<file path="src/rtl/conv_stream_controller_pkg.sv">
// Shared constants for the convolution stream controller: pixel/word geometry
// and the default row width in 32-bit words, plus a counter-width helper.
package conv_stream_controller_pkg;

  localparam int unsigned PIXEL_W           = 8;
  localparam int unsigned WORD_W            = 32;
  localparam int unsigned PIXELS_PER_WORD   = WORD_W / PIXEL_W;
  localparam int unsigned IMG_WIDTH         = 320;
  localparam int unsigned ADDRESSES_PER_ROW = IMG_WIDTH / PIXELS_PER_WORD;

  // Bits needed to hold values 0..max_val (never less than 1).
  function automatic int unsigned cnt_width(input int unsigned max_val);
    return (max_val < 1) ? 1 : $clog2(max_val + 1);
  endfunction

endpackage

</file>
<file path="src/rtl/conv_stream_controller_register.sv">
// Plain register with asynchronous active-low clear.
// Ports: clk, rst_n, i_d (next value), o_q (registered value).
module conv_stream_controller_register #(
  parameter int unsigned WIDTH = 1
) (
  input  logic             clk,
  input  logic             rst_n,
  input  logic [WIDTH-1:0] i_d,
  output logic [WIDTH-1:0] o_q
);

  always_ff @(posedge clk or negedge rst_n) begin
    if (!rst_n) o_q <= '0;
    else        o_q <= i_d;
  end

endmodule

</file>
<file path="src/rtl/conv_stream_controller.sv">
// Streams one frame from the source RAM through the convolution datapath and
// writes the results to the destination RAM, then pulses done.
// Ports:
//   clk, rst_n                         clock, async active-low reset
//   start, pause                       frame request, issue stall
//   busy, done                         frame in progress, end-of-frame pulse
//   src_rd_en/src_rd_addr/src_rd_data  source RAM read port (1-cycle latency)
//   conv_clk_en/conv_input_data        datapath enable and input word
//   conv_output_data                   datapath result (valid after an enable)
//   dst_wr_en/dst_wr_addr/dst_wr_data  destination RAM write port
module conv_stream_controller
  import conv_stream_controller_pkg::*;
#(
  parameter int unsigned WORDS_PER_ROW = ADDRESSES_PER_ROW,
  parameter int unsigned ROWS          = 240,
  parameter int unsigned PIPE_LAT      = WORDS_PER_ROW + 1,
  parameter int unsigned ADDR_W        = 16
) (
  input  logic              clk,
  input  logic              rst_n,
  input  logic              start,
  input  logic              pause,
  output logic              busy,
  output logic              done,
  output logic              src_rd_en,
  output logic [ADDR_W-1:0] src_rd_addr,
  input  logic [WORD_W-1:0] src_rd_data,
  output logic              conv_clk_en,
  output logic [WORD_W-1:0] conv_input_data,
  input  logic [WORD_W-1:0] conv_output_data,
  output logic              dst_wr_en,
  output logic [ADDR_W-1:0] dst_wr_addr,
  output logic [WORD_W-1:0] dst_wr_data
);

  localparam int unsigned TOTAL    = WORDS_PER_ROW * ROWS;
  localparam int unsigned FLUSH_N  = PIPE_LAT - 1;
  localparam int unsigned EN_TOTAL = TOTAL + FLUSH_N;
  localparam int unsigned N_W      = cnt_width(EN_TOTAL);
  localparam int unsigned FL_W     = cnt_width(FLUSH_N);

  typedef enum logic [2:0] {S_IDLE, S_READ, S_FLUSH, S_DRAIN, S_DONE} state_t;

  state_t            r_state;
  logic [ADDR_W-1:0] r_rd_cnt;
  logic [FL_W-1:0]   r_fl_cnt;
  logic [N_W-1:0]    r_en_cnt;
  logic              r_busy;
  logic              r_done;
  logic              r_src_rd_en;
  logic [ADDR_W-1:0] r_src_rd_addr;
  logic              r_flush_en;
  logic              r_wr_en;
  logic [ADDR_W-1:0] r_wr_addr;
  logic              w_conv_en;
  logic              w_dly_read;
  logic [N_W-1:0]    w_n_next;

  // Frame sequencer: issues read addresses, then zero flush words, then waits
  // for the final write before pulsing done.
  always_ff @(posedge clk or negedge rst_n) begin
    if (!rst_n) begin
      r_state       <= S_IDLE;
      r_rd_cnt      <= '0;
      r_fl_cnt      <= '0;
      r_busy        <= 1'b0;
      r_done        <= 1'b0;
      r_src_rd_en   <= 1'b0;
      r_src_rd_addr <= '0;
      r_flush_en    <= 1'b0;
    end else begin
      r_src_rd_en <= 1'b0;
      r_flush_en  <= 1'b0;
      r_done      <= 1'b0;
      case (r_state)
        S_IDLE: begin
          if (start) begin
            r_state  <= S_READ;
            r_busy   <= 1'b1;
            r_rd_cnt <= '0;
            r_fl_cnt <= '0;
          end
        end
        S_READ: begin
          if (!pause) begin
            r_src_rd_en   <= 1'b1;
            r_src_rd_addr <= r_rd_cnt;
            r_rd_cnt      <= r_rd_cnt + ADDR_W'(1);
            if (r_rd_cnt == ADDR_W'(TOTAL - 1))
              r_state <= (FLUSH_N == 0) ? S_DRAIN : S_FLUSH;
          end
        end
        S_FLUSH: begin
          if (!pause) begin
            r_flush_en <= 1'b1;
            r_fl_cnt   <= r_fl_cnt + FL_W'(1);
            if (r_fl_cnt == FL_W'(FLUSH_N - 1))
              r_state <= S_DRAIN;
          end
        end
        S_DRAIN: begin
          // In-flight words keep draining even while paused.
          if (r_wr_en && (r_wr_addr == ADDR_W'(TOTAL - 1))) begin
            r_state <= S_DONE;
            r_busy  <= 1'b0;
            r_done  <= 1'b1;
          end
        end
        S_DONE:  r_state <= S_IDLE;
        default: r_state <= S_IDLE;
      endcase
    end
  end

  // Issue strobe delayed one cycle so the enable lines up with RAM read data.
  conv_stream_controller_register #(.WIDTH(2)) u_dly (
    .clk   (clk),
    .rst_n (rst_n),
    .i_d   ({r_src_rd_en | r_flush_en, r_src_rd_en}),
    .o_q   ({w_conv_en, w_dly_read})
  );

  assign w_n_next = r_en_cnt + N_W'(1);

  // Enable counter and write-address generation; the first PIPE_LAT-1
  // enables only fill the datapath and produce no write.
  always_ff @(posedge clk or negedge rst_n) begin
    if (!rst_n) begin
      r_en_cnt  <= '0;
      r_wr_en   <= 1'b0;
      r_wr_addr <= '0;
    end else begin
      r_wr_en <= 1'b0;
      if ((r_state == S_IDLE) && start) begin
        r_en_cnt <= '0;
      end else if (w_conv_en) begin
        r_en_cnt <= w_n_next;
        if (w_n_next >= N_W'(PIPE_LAT)) begin
          r_wr_en   <= 1'b1;
          r_wr_addr <= ADDR_W'(w_n_next - N_W'(PIPE_LAT));
        end
      end
    end
  end

  assign busy        = r_busy;
  assign done        = r_done;
  assign src_rd_en   = r_src_rd_en;
  assign src_rd_addr = r_src_rd_addr;
  assign conv_clk_en = w_conv_en;
  assign dst_wr_en   = r_wr_en;
  assign dst_wr_addr = r_wr_addr;
  // Data buses pass through in the same cycle as their strobe (RAM read data
  // and datapath result are only valid then); masked to zero otherwise.
  assign conv_input_data = w_dly_read ? src_rd_data : '0;
  assign dst_wr_data     = r_wr_en ? conv_output_data : '0;

endmodule

</file>
<file path="config.mk">
export PLATFORM = sky130hd
export DESIGN_NAME = conv_stream_controller
export DESIGN_NICKNAME = d
export VERILOG_FILES = /design/src/rtl/conv_stream_controller_pkg.sv /design/src/rtl/conv_stream_controller_register.sv /design/src/rtl/conv_stream_controller.sv
export SDC_FILE = /design/constraint.sdc
export NUM_CORES = 1
export LEC_CHECK = 0
export BUFFER_PORTS_ARGS = -buffer_cell sky130_fd_sc_hd__buf_2
export CAP_MARGIN = 30
export CORE_MARGIN = 3
export CORE_UTILIZATION = 30
export DETAILED_ROUTE_END_ITERATION = 7
export PLACE_DENSITY_LB_ADDON = 0.3
export SLEW_MARGIN = 30
export SYNTH_ARGS = -nofsm -noshare
export SYNTH_HDL_FRONTEND = slang
export SYNTH_SLANG_ARGS = --single-unit
</file>
<file path="constraint.sdc">
create_clock -name clk -period 2.3 [get_ports clk]
set_input_delay 0.115 -clock clk [delete_from_list [all_inputs] [get_ports clk]]
set_output_delay 0.115 -clock clk [all_outputs]
set_load 0.02 [all_outputs]
</file>
---- Yosys cells after proc, flatten, opt, wreduce, memory -nomap -nowiden ----
Cells that the tools add are included.
word-level totals
  register bits ........................... 80
  bits of input ports ..................... 68
cells by class
  reductions and logical operators ........ 13
  add/subtract/negate cells ............... 4
  order comparisons ....................... 1
  muxes and demuxes ....................... 28
  bitwise gates (word level) .............. 3
  eq/ne operators ......................... 12
operators by type and width
  kind                                                                                   count
  32-bit two-way mux                                                                     2
  16-bit by 15-bit == test with 1-bit output (second input constant)                     2
  16-bit two-way mux                                                                     2
  16-bit case mux with 2 select lines                                                    1
  15-bit two-way mux                                                                     2
  3-bit two-way mux                                                                      6
  16-bit by 1-bit adder with 16-bit output (second input constant)                       1
  15-bit by 7-bit subtractor with 16-bit output (second input constant)                  1
  15-bit by 1-bit adder with 15-bit output (second input constant)                       1
  15-bit by 7-bit greater-or-equal comparator with 1-bit output (second input constant)  1
  7-bit two-way mux                                                                      2
  7-bit case mux with 2 select lines                                                     1
  2-bit inequality test (second input constant)                                          6
  3-bit case mux with 4 select lines                                                     1
  3-bit AND reduction                                                                    4
  1-bit two-way mux                                                                      10
  2-bit nonzero test                                                                     4
  7-bit by 1-bit adder with 7-bit output (second input constant)                         1
  7-bit == test (second input constant)                                                  1
  3-bit by 2-bit == test with 1-bit output (second input constant)                       2
  6-bit AND reduction                                                                    1
  3-bit by 1-bit == test with 1-bit output (second input constant)                       1
  3-bit zero test                                                                        1
  1-bit logical AND                                                                      2
  other kinds (4)                                                                        5

---- Longest topological paths before layout ----
Gate-level depths: netlist of the first run.
  depth in word-level cells ............... 5
  depth in mapped cells ................... 10
  gate-level depth less buffers ........... 8

---- Hierarchy ----
From an unflattened synthesis of the first run, not the netlist that was laid out.
unflattened totals
  cell total of the unflattened synthesis .. 519
  area total of the unflattened synthesis .. 4927.2 µm²
by module, submodules not included
  module                           seq. area each (µm²)  times used  area an instance (µm²)  cells each
  conv_stream_controller           1951.9                1           4877.2                  517
  conv_stream_controller_register  50.0                  1           50.0                    2

---- Least setup slack after synthesis of the first run ----
OpenSTA, ideal clock, no wires.
  path type ............................... flip-flop to flip-flop
  from .................................... reg r_en_cnt[0]
  to ...................................... reg r_wr_addr[11] (netlist: dst_wr_addr[11])
  clock period less this slack ............ 2371 ps
  slack ................................... -71 ps
  stages on the path, launching flop included .. 10
  setup time .............................. 125 ps
  buffers on the path ..................... 1
  data required time ...................... 2175 ps
  data arrival time ....................... 2246 ps
  cells stage by stage .................... dfrtp_1 -> buf_4 -> inv_2 -> ha_1 -> o41ai_1 -> a222oi_1 -> a211oi_2 -> nor3b_1 -> o21ai_0 -> mux2_4
between the ends
  word-level cells in the longest chain between the ends .. 3
  elaborated cells on any way between the ends .. 4
RTL lines
  element                                                        line                           RTL
  start, declared                                                conv_stream_controller.sv:47   logic [N_W-1:0] r_en_cnt;
  start signal, assigned                                         conv_stream_controller.sv:137  r_en_cnt <= w_n_next;
  15-bit by 1-bit adder with 15-bit output *                     conv_stream_controller.sv:123  assign w_n_next = r_en_cnt + N_W'(1);
  15-bit by 7-bit greater-or-equal comparator with 1-bit output  conv_stream_controller.sv:138  if (w_n_next >= N_W'(PIPE_LAT)) begin
  3-bit AND reduction (no source line)                           --
  end signal, assigned                                           conv_stream_controller.sv:140  r_wr_addr <= ADDR_W'(w_n_next - N_W'(PIPE_LAT));
  end, declared                                                  conv_stream_controller.sv:54   logic [ADDR_W-1:0] r_wr_addr;
Mark *: on every way between the ends. The rest lies on a longest branch, timed or not.
A chain may end at the register's enable or synchronous reset.

---- Worst setup path in the final report of the first run ----
  from .................................... reg r_en_cnt[1]
  to ...................................... reg r_wr_addr[13] (netlist: dst_wr_addr[13])
The elaborated chain is that of the path after synthesis.

==> reports/qor.yml, run 1 <==
timing:
  post-route-period-util_pct: 102.7
  holdWs_ns: 0.07497
  fin_crit_ns: 2.363
  maxSlewHeadroom_pct: 58.07
  hold_viol: 0
  layout_setup_ws_ns: -0.06282
  finalClockSkew_ns: 0.005896
  rsz0062_at_grt: "true"
  drv_slew: 0
  fmax_ghz: 0.4232
  finalSetupViolations: 7
  tightest_slew_ns: 0.6289
route:
  m1WireLength_um: 5866
  vias: 4368
  dr.pass1.iters: 4
  wl_met2_um: 6665
  avgRoutedWirePerCell_um: 14.53
  drt-total-wl_um: 13390
  vias_per_cell: 4.738
  drtAntennaViolNets: 0
  drc: 0
  maxUsedRoutingLayer: "met4"
  wl_met3_um: 680
  drt_iter0_markers: 274
setup_path:
  worstSetupStartpointType: "flip-flop"
  cp_common_cell: "buf_4"
  crit_type: "flip-flop to flip-flop"
  rrSetupSlack_ns: -0.06
  cp_data_required_time_ns: 2.53
  crit_family: "compound AO/OA/AOI/OAI gates"
  reg2reg_depth: 11
  arrival_ns: 2.59
  end_kind: "flip-flop"
  slowest_stage: "dfrtp_1"
  path_cells: "buf_6 > inv_4 > ha_4 > o41ai_2 > a222oi_1 > buf_4 > a211oi_2 > buf_4 > nand3b_1 > xnor2_1 > mux2_4"
  path_max_fanout: 5
  slowest_delay_ns: 0.43
  r2r-start: "r_en_cnt[1]"
  r2r_end: "dst_wr_addr[13]"
  cp_num_buf_inv: 4
global_route:
  grt_pass1_wl_um: 21740
  antenna_found_initial: 0
  grt_max_degree: 50
  grt.total_usage_pct: 14.80
  overflow: 0
  grt_pass1_vias: 4264
floorplanning:
  io_pins: 169
  fp.coreArea_mm2: 0.01548
  dieArea_mm2: 0.01764
  die_height_um: 132.8
  fp-row-count: 45
  start_util_pct: 31.15
  die_w_um: 132.8
synth:
  ys_seq_area_share_pct: 41.50
  yosys_most_used_dff: "dfrtp_1"
  synth-edff-count: 0
  synth-compound-area-share_pct: 9.157
  syn_nets: 568
  netlist.area_leader.share_pct: 41.50
  yosys-top-cells-area: "dfrtp_1 (42%), and2_1 (8.6%), mux2_2 (5.8%), xor2_1 (5.4%), xnor2_1 (4.0%)"
  synthArstFlopShare_pct: 100.0
  synth-simple-area-share_pct: 25.47
  yosys.area.top_type: "dfrtp_1"
  yosysMostFrequentCell: "dfrtp_1"
  synth_top_family_by_area: "simple AND/OR/NAND/NOR gates"
  ys_seq_elements: 80
  yosysWarnings: 0
  muxShareOfSynthArea_pct: 8.119
  syn_area_mm2: 0.004823
  avgSynthCellArea_um2: 9.744
  synth_adder_area_share_pct: 1.297
  synth_cells: 495
  synth_xor_area_share_pct: 9.780
  synth_cell_types: 63
  synth_common_cells: "dfrtp_1 (80), and2_1 (66), nor2_1 (49)"
placement:
  place.gp.congestion: 0.8262
  hpwl_um: 9924
  portBuffers: 168
  dpl_cell_area_mm2: 0.006128
hold_path:
  hold_start: "pause"
  hold_path_depth: 2
  worstHoldEndpoint: "src_rd_en"
  hp-class: "input port to flip-flop"
cells_and_area:
  layout.nets: 779
  final_area_mm2: 0.006794
  syn_to_final_growth_pct: 40.86
  antenna_cells: 0
  drive_gt1_share_pct: 44.87
flow_run:
  drv_cap: 0
cts:
  htreeDepth: 3
  cts_tree: "built"
  cts_root_buf: "clkbuf_16"
  clockBufferDepth: 2
  cts_made_buffers: 9
  clk_latency_ns: 0.34
  clock-sinks: 80
  cts.reportedPaths.clkPinSlew_ns: 0.07
power:
  ir_worst_vdd_uv: 409.4
  powerDensity_mw_per_mm2: 922.1
  p_leak_nw: 3.366
outcome:
  violations: "setup timing"
  status: "finished with violations"
## metal layers
metal  track usage (%)  vias to the layer above
met5                 0                        -
met4             4.908                        0
met3             2.700                       14
met2             25.82                      129
met1             18.43                     2108
li1                  -                     2117
## where the power goes
| part | internal, mW | switching (mW) | leakage (nW) |
|---|---|---|---|
| logic | 1.40 | 1.44 | 2.18 |
| clock network | 0.866 | 0.639 | 0.150 |
| registers | 1.65 | 0.264 | 1.03 |
| total | 3.92 | 2.34 | 3.37 |
## placed cells by master (no fill, tap or decap), types with 3 or more instances in the layout
cell       count
buf_2        167
dfrtp_1       79
and2_1        65
buf_4         55
nor2_1        47
xor2_1        30
nand2_1       29
xnor2_1       22
mux2_2        22
nand3_1       15
a21oi_1       13
nand4_1       13
o21ai_0       12
and3_1        10
clkbuf_16     10
mux2_4         9
inv_1          8
buf_6          7
nor3_1         5
or3_1          4
nor2_2         3
a211oi_1       3
nor4_1         3
nand4b_1       3
ha_4           3
## layout make-up
| type | instances | area [µm²] |
|---|---|---|
| clock buffers | 9 | 225.2 |
| clock inverters | 7 | 86.33 |
| fillers | 1431 | 8690 |
| inverters | 10 | 42.54 |
| multi-input cells | 372 | 2775 |
| flip-flops and latches | 80 | 2003 |
| well taps | 211 | 264.0 |
| repair buffers | 233 | 1398 |
## registers in the layout, indices dropped and copies added (netlist names)
| name | cells |
|---|---|
| src_rd_addr | 16 |
| r_state | 3 |
| dst_wr_addr | 16 |
| r_flush_en | 1 |
| r_en_cnt | 15 |
| r_rd_cnt | 16 |
| done | 1 |
| busy | 1 |
| dst_wr_en | 1 |
| src_rd_en | 1 |
| u_dly.o_q | 2 |
| r_fl_cnt | 7 |
## metrics by stage
step	utilization, %	total power, mW	worst slack, ns	setup TNS, ns	instances
5_1_grt	43.88	6.620	-0.1186	-1.149	922
3_3_place_gp	39.58	4.251	-0.03356	-0.3441	888
6_report	43.88	6.265	-0.06282	-0.2265	922
4_1_cts	43.06	6.076	0.001340	0	917
3_5_place_dp	39.58	4.281	-0.1302	-1.473	888
2_1_floorplan	-	3.425	0.01312	0	495
## how the worst max path moves through the flow
stage,startpoint,to,slack [ns],cells past startpoint
after floorplan,r_en_cnt[0],dst_wr_addr[11],0.01,9
after global placement,r_en_cnt[0],dst_wr_addr[5],-0.03,11
after detailed placement,r_en_cnt[1],dst_wr_addr[2],-0.13,10
after CTS,r_en_cnt[0],dst_wr_addr[2],0.001,10
after global routing,r_en_cnt[1],dst_wr_addr[9],-0.12,11
final,r_en_cnt[1],dst_wr_addr[13],-0.06,11
## timing repair
action,in CTS,in global routing
pin swaps,9,9
gates cloned,1,1
buffers inserted,11,5
endpoints found under the hold margin,48,0
hold buffers,1,0
gates resized for setup,30,16
endpoints found under the setup margin,15,18
## logic make-up (layout without fill, tap and decap cells)
group / after synthesis / in the layout
buf+inv: 43 / 259
mux: 33 / 33
xor+xnor: 53 / 53
simple gates: 222 / 222
flops: 80 / 80
compound gates: 59 / 59
fa+ha+maj: 5 / 5
Note: power is estimated with default switching activity, not from simulation.
==> run 2: changes to the inputs <==
- CELL_PAD_IN_SITES_DETAIL_PLACEMENT: not set -> 1
- CELL_PAD_IN_SITES_GLOBAL_PLACEMENT: not set -> 1
- SETUP_SLACK_MARGIN: not set -> 0.15
==> run 2 against run 1 <==
Largest power group unchanged; combinational power about the same; sequential cell count unchanged; the flow still finishes with violations (setup timing); critical path depth down 1; highest routed layer unchanged.
==> reports/qor.yml, run 2 (same netlist as run 1, synthesis figures left out) <==
floorplanning:
  die_height_um: 132.8
  fp.coreArea_mm2: 0.01548
  fp-row-count: 45
  dieArea_mm2: 0.01764
  die_w_um: 132.8
  io_pins: 169
  start_util_pct: 31.15
placement:
  dpl_cell_area_mm2: 0.006183
  dpl.cell_count: 885
  place.gp.congestion: 0.8935
  portBuffers: 168
  hpwl_um: 12770
  place_ws_ns: -0.09090
timing:
  post-route-period-util_pct: 102.6
  drv_slew: 0
  finalClockSkew_ns: 0.01459
  layout_setup_ws_ns: -0.06028
  tightest_slew_ns: 0.6402
  maxSlewHeadroom_pct: 57.32
  finalSetupViolations: 14
  fmax_ghz: 0.4237
  fin_crit_ns: 2.360
  rsz0062_at_grt: "true"
  hold_viol: 0
outcome:
  violations: "setup timing"
  status: "finished with violations"
setup_path:
  end_kind: "flip-flop"
  rrSetupSlack_ns: -0.06
  crit_type: "flip-flop to flip-flop"
  worstSetupStartpointType: "flip-flop"
  cp_data_required_time_ns: 2.51
  arrival_ns: 2.57
  path_max_fanout: 7
  r2r_end: "dst_wr_addr[11]"
  r2r-start: "r_en_cnt[0]"
  reg2reg_depth: 10
route:
  drc: 0
  dr.pass1.iters: 5
  drtAntennaViolNets: 0
  vias_per_cell: 4.951
  avgRoutedWirePerCell_um: 18.16
  vias: 4550
  drt-total-wl_um: 16690
  drt_iter0_markers: 223
cts:
  cts_made_buffers: 9
  cts.reportedPaths.clkPinSlew_ns: 0.07
  clock-sinks: 80
  htreeDepth: 3
  clk_latency_ns: 0.34
  cts_tree: "built"
  cts_root_buf: "clkbuf_16"
  clockBufferDepth: 2
cells_and_area:
  layout_common_cells: "buf_2 (167), dfrtp_1 (76), and2_1 (65)"
  syn_to_final_growth_pct: 42.13
  fin_cells: 919
  drive_gt1_share_pct: 45.54
  final_area_mm2: 0.006855
  layout.nets: 775
  layout_commonest_cell: "buf_2"
hold_path:
  hold_path_depth: 3
  worstHoldEndpoint: "r_state[0]"
  hold_start: "start"
  hp-class: "input port to flip-flop"
global_route:
  overflow: 0
  grt_max_degree: 49
  grt_pass1_wl_um: 26420
  grt_pass1_vias: 4721
  grt.total_usage_pct: 18.54
  antenna_found_initial: 1
power:
  powerDensity_mw_per_mm2: 937.0
  p_leak_nw: 3.375
  ir_worst_vdd_uv: 332.1
flow_run:
  drv_cap: 0
==> run 2: worst max path at each step <==
stage           startpoint               to  slack (ns)  depth (start not counted)
4_1_cts        r_en_cnt[0]  dst_wr_addr[13]       0.002                         10
2_1_floorplan  r_en_cnt[0]  dst_wr_addr[11]        0.07                         10
3_5_place_dp   r_en_cnt[0]   dst_wr_addr[5]       -0.09                         10
5_1_grt        r_en_cnt[1]  dst_wr_addr[11]       -0.13                          9
6_report       r_en_cnt[0]  dst_wr_addr[11]       -0.06                         10
3_3_place_gp   r_en_cnt[0]   dst_wr_addr[9]        0.03                          8
==> run 2: worst max-delay path: stages, from the launching register on <==
cell,delay [ns]
dfrtp_2,0.45
ha_4,0.23
and2_4,0.22
a211oi_2,0.07
o2111a_2,0.28
o21ai_4,0.18
a21oi_4,0.06
a21oi_4,0.17
buf_6,0.14
buf_16,0.12
mux2_4,0.30
==> run 2: per-stage QoR <==
step | power (mW) | hold WS, ns | util, % | TNS [ns]
2_1_floorplan | 3.486 | -0.1806 | - | 0
3_3_place_gp | 4.267 | 0.08488 | 39.94 | 0
3_5_place_dp | 4.348 | 0.09402 | 39.94 | -0.9374
4_1_cts | 6.289 | 0.1504 | 43.60 | 0
5_1_grt | 6.783 | 0.1759 | 44.27 | -1.613
6_report | 6.424 | 0.1542 | 44.27 | -0.4660
==> run 2: cell type report <==
| class | instances | area [µm²] |
|---|---|---|
| fillers | 1784 | 8628 |
| multi-input cells | 373 | 2829 |
| flip-flops and latches | 80 | 2007 |
| repair buffers | 228 | 1380 |
| well taps | 211 | 264.0 |
| clock buffers | 9 | 225.2 |
| clock inverters | 7 | 110.1 |
| inverters | 10 | 37.54 |
| diodes | 1 | 2.502 |
==> run 2: power by group <==
part           switching [mW]  leakage (nW)  internal, mW
combinational            1.50          2.18          1.37
sequential              0.289          1.03          1.66
clock                   0.637         0.160         0.972
==> run 2: layer usage <==
| layer | wire [µm] | part of all wire [%] | GRT usage [%] | vias to the layer above |
|---|---|---|---|---|
| li1 | - | - | - | 2122 |
| met1 | 6406 | 38 | 20.64 | 2245 |
| met2 | 8908 | 53 | 34.40 | 162 |
| met3 | 950 | 5.7 | 4.297 | 21 |
| met4 | 423 | 2.5 | 6.467 | 0 |
| met5 | 0 | 0 | 0 | - |
==> run 2: repair_timing <==
action / in CTS / in global routing
hold endpoints to repair: 32 / 0
pin swaps: 3 / 17
resized for setup: 33 / 15
hold buffers: 1 / 0
setup endpoints to repair: 18 / 21
buffers inserted: 9 / 5
cloned: 2 / 0
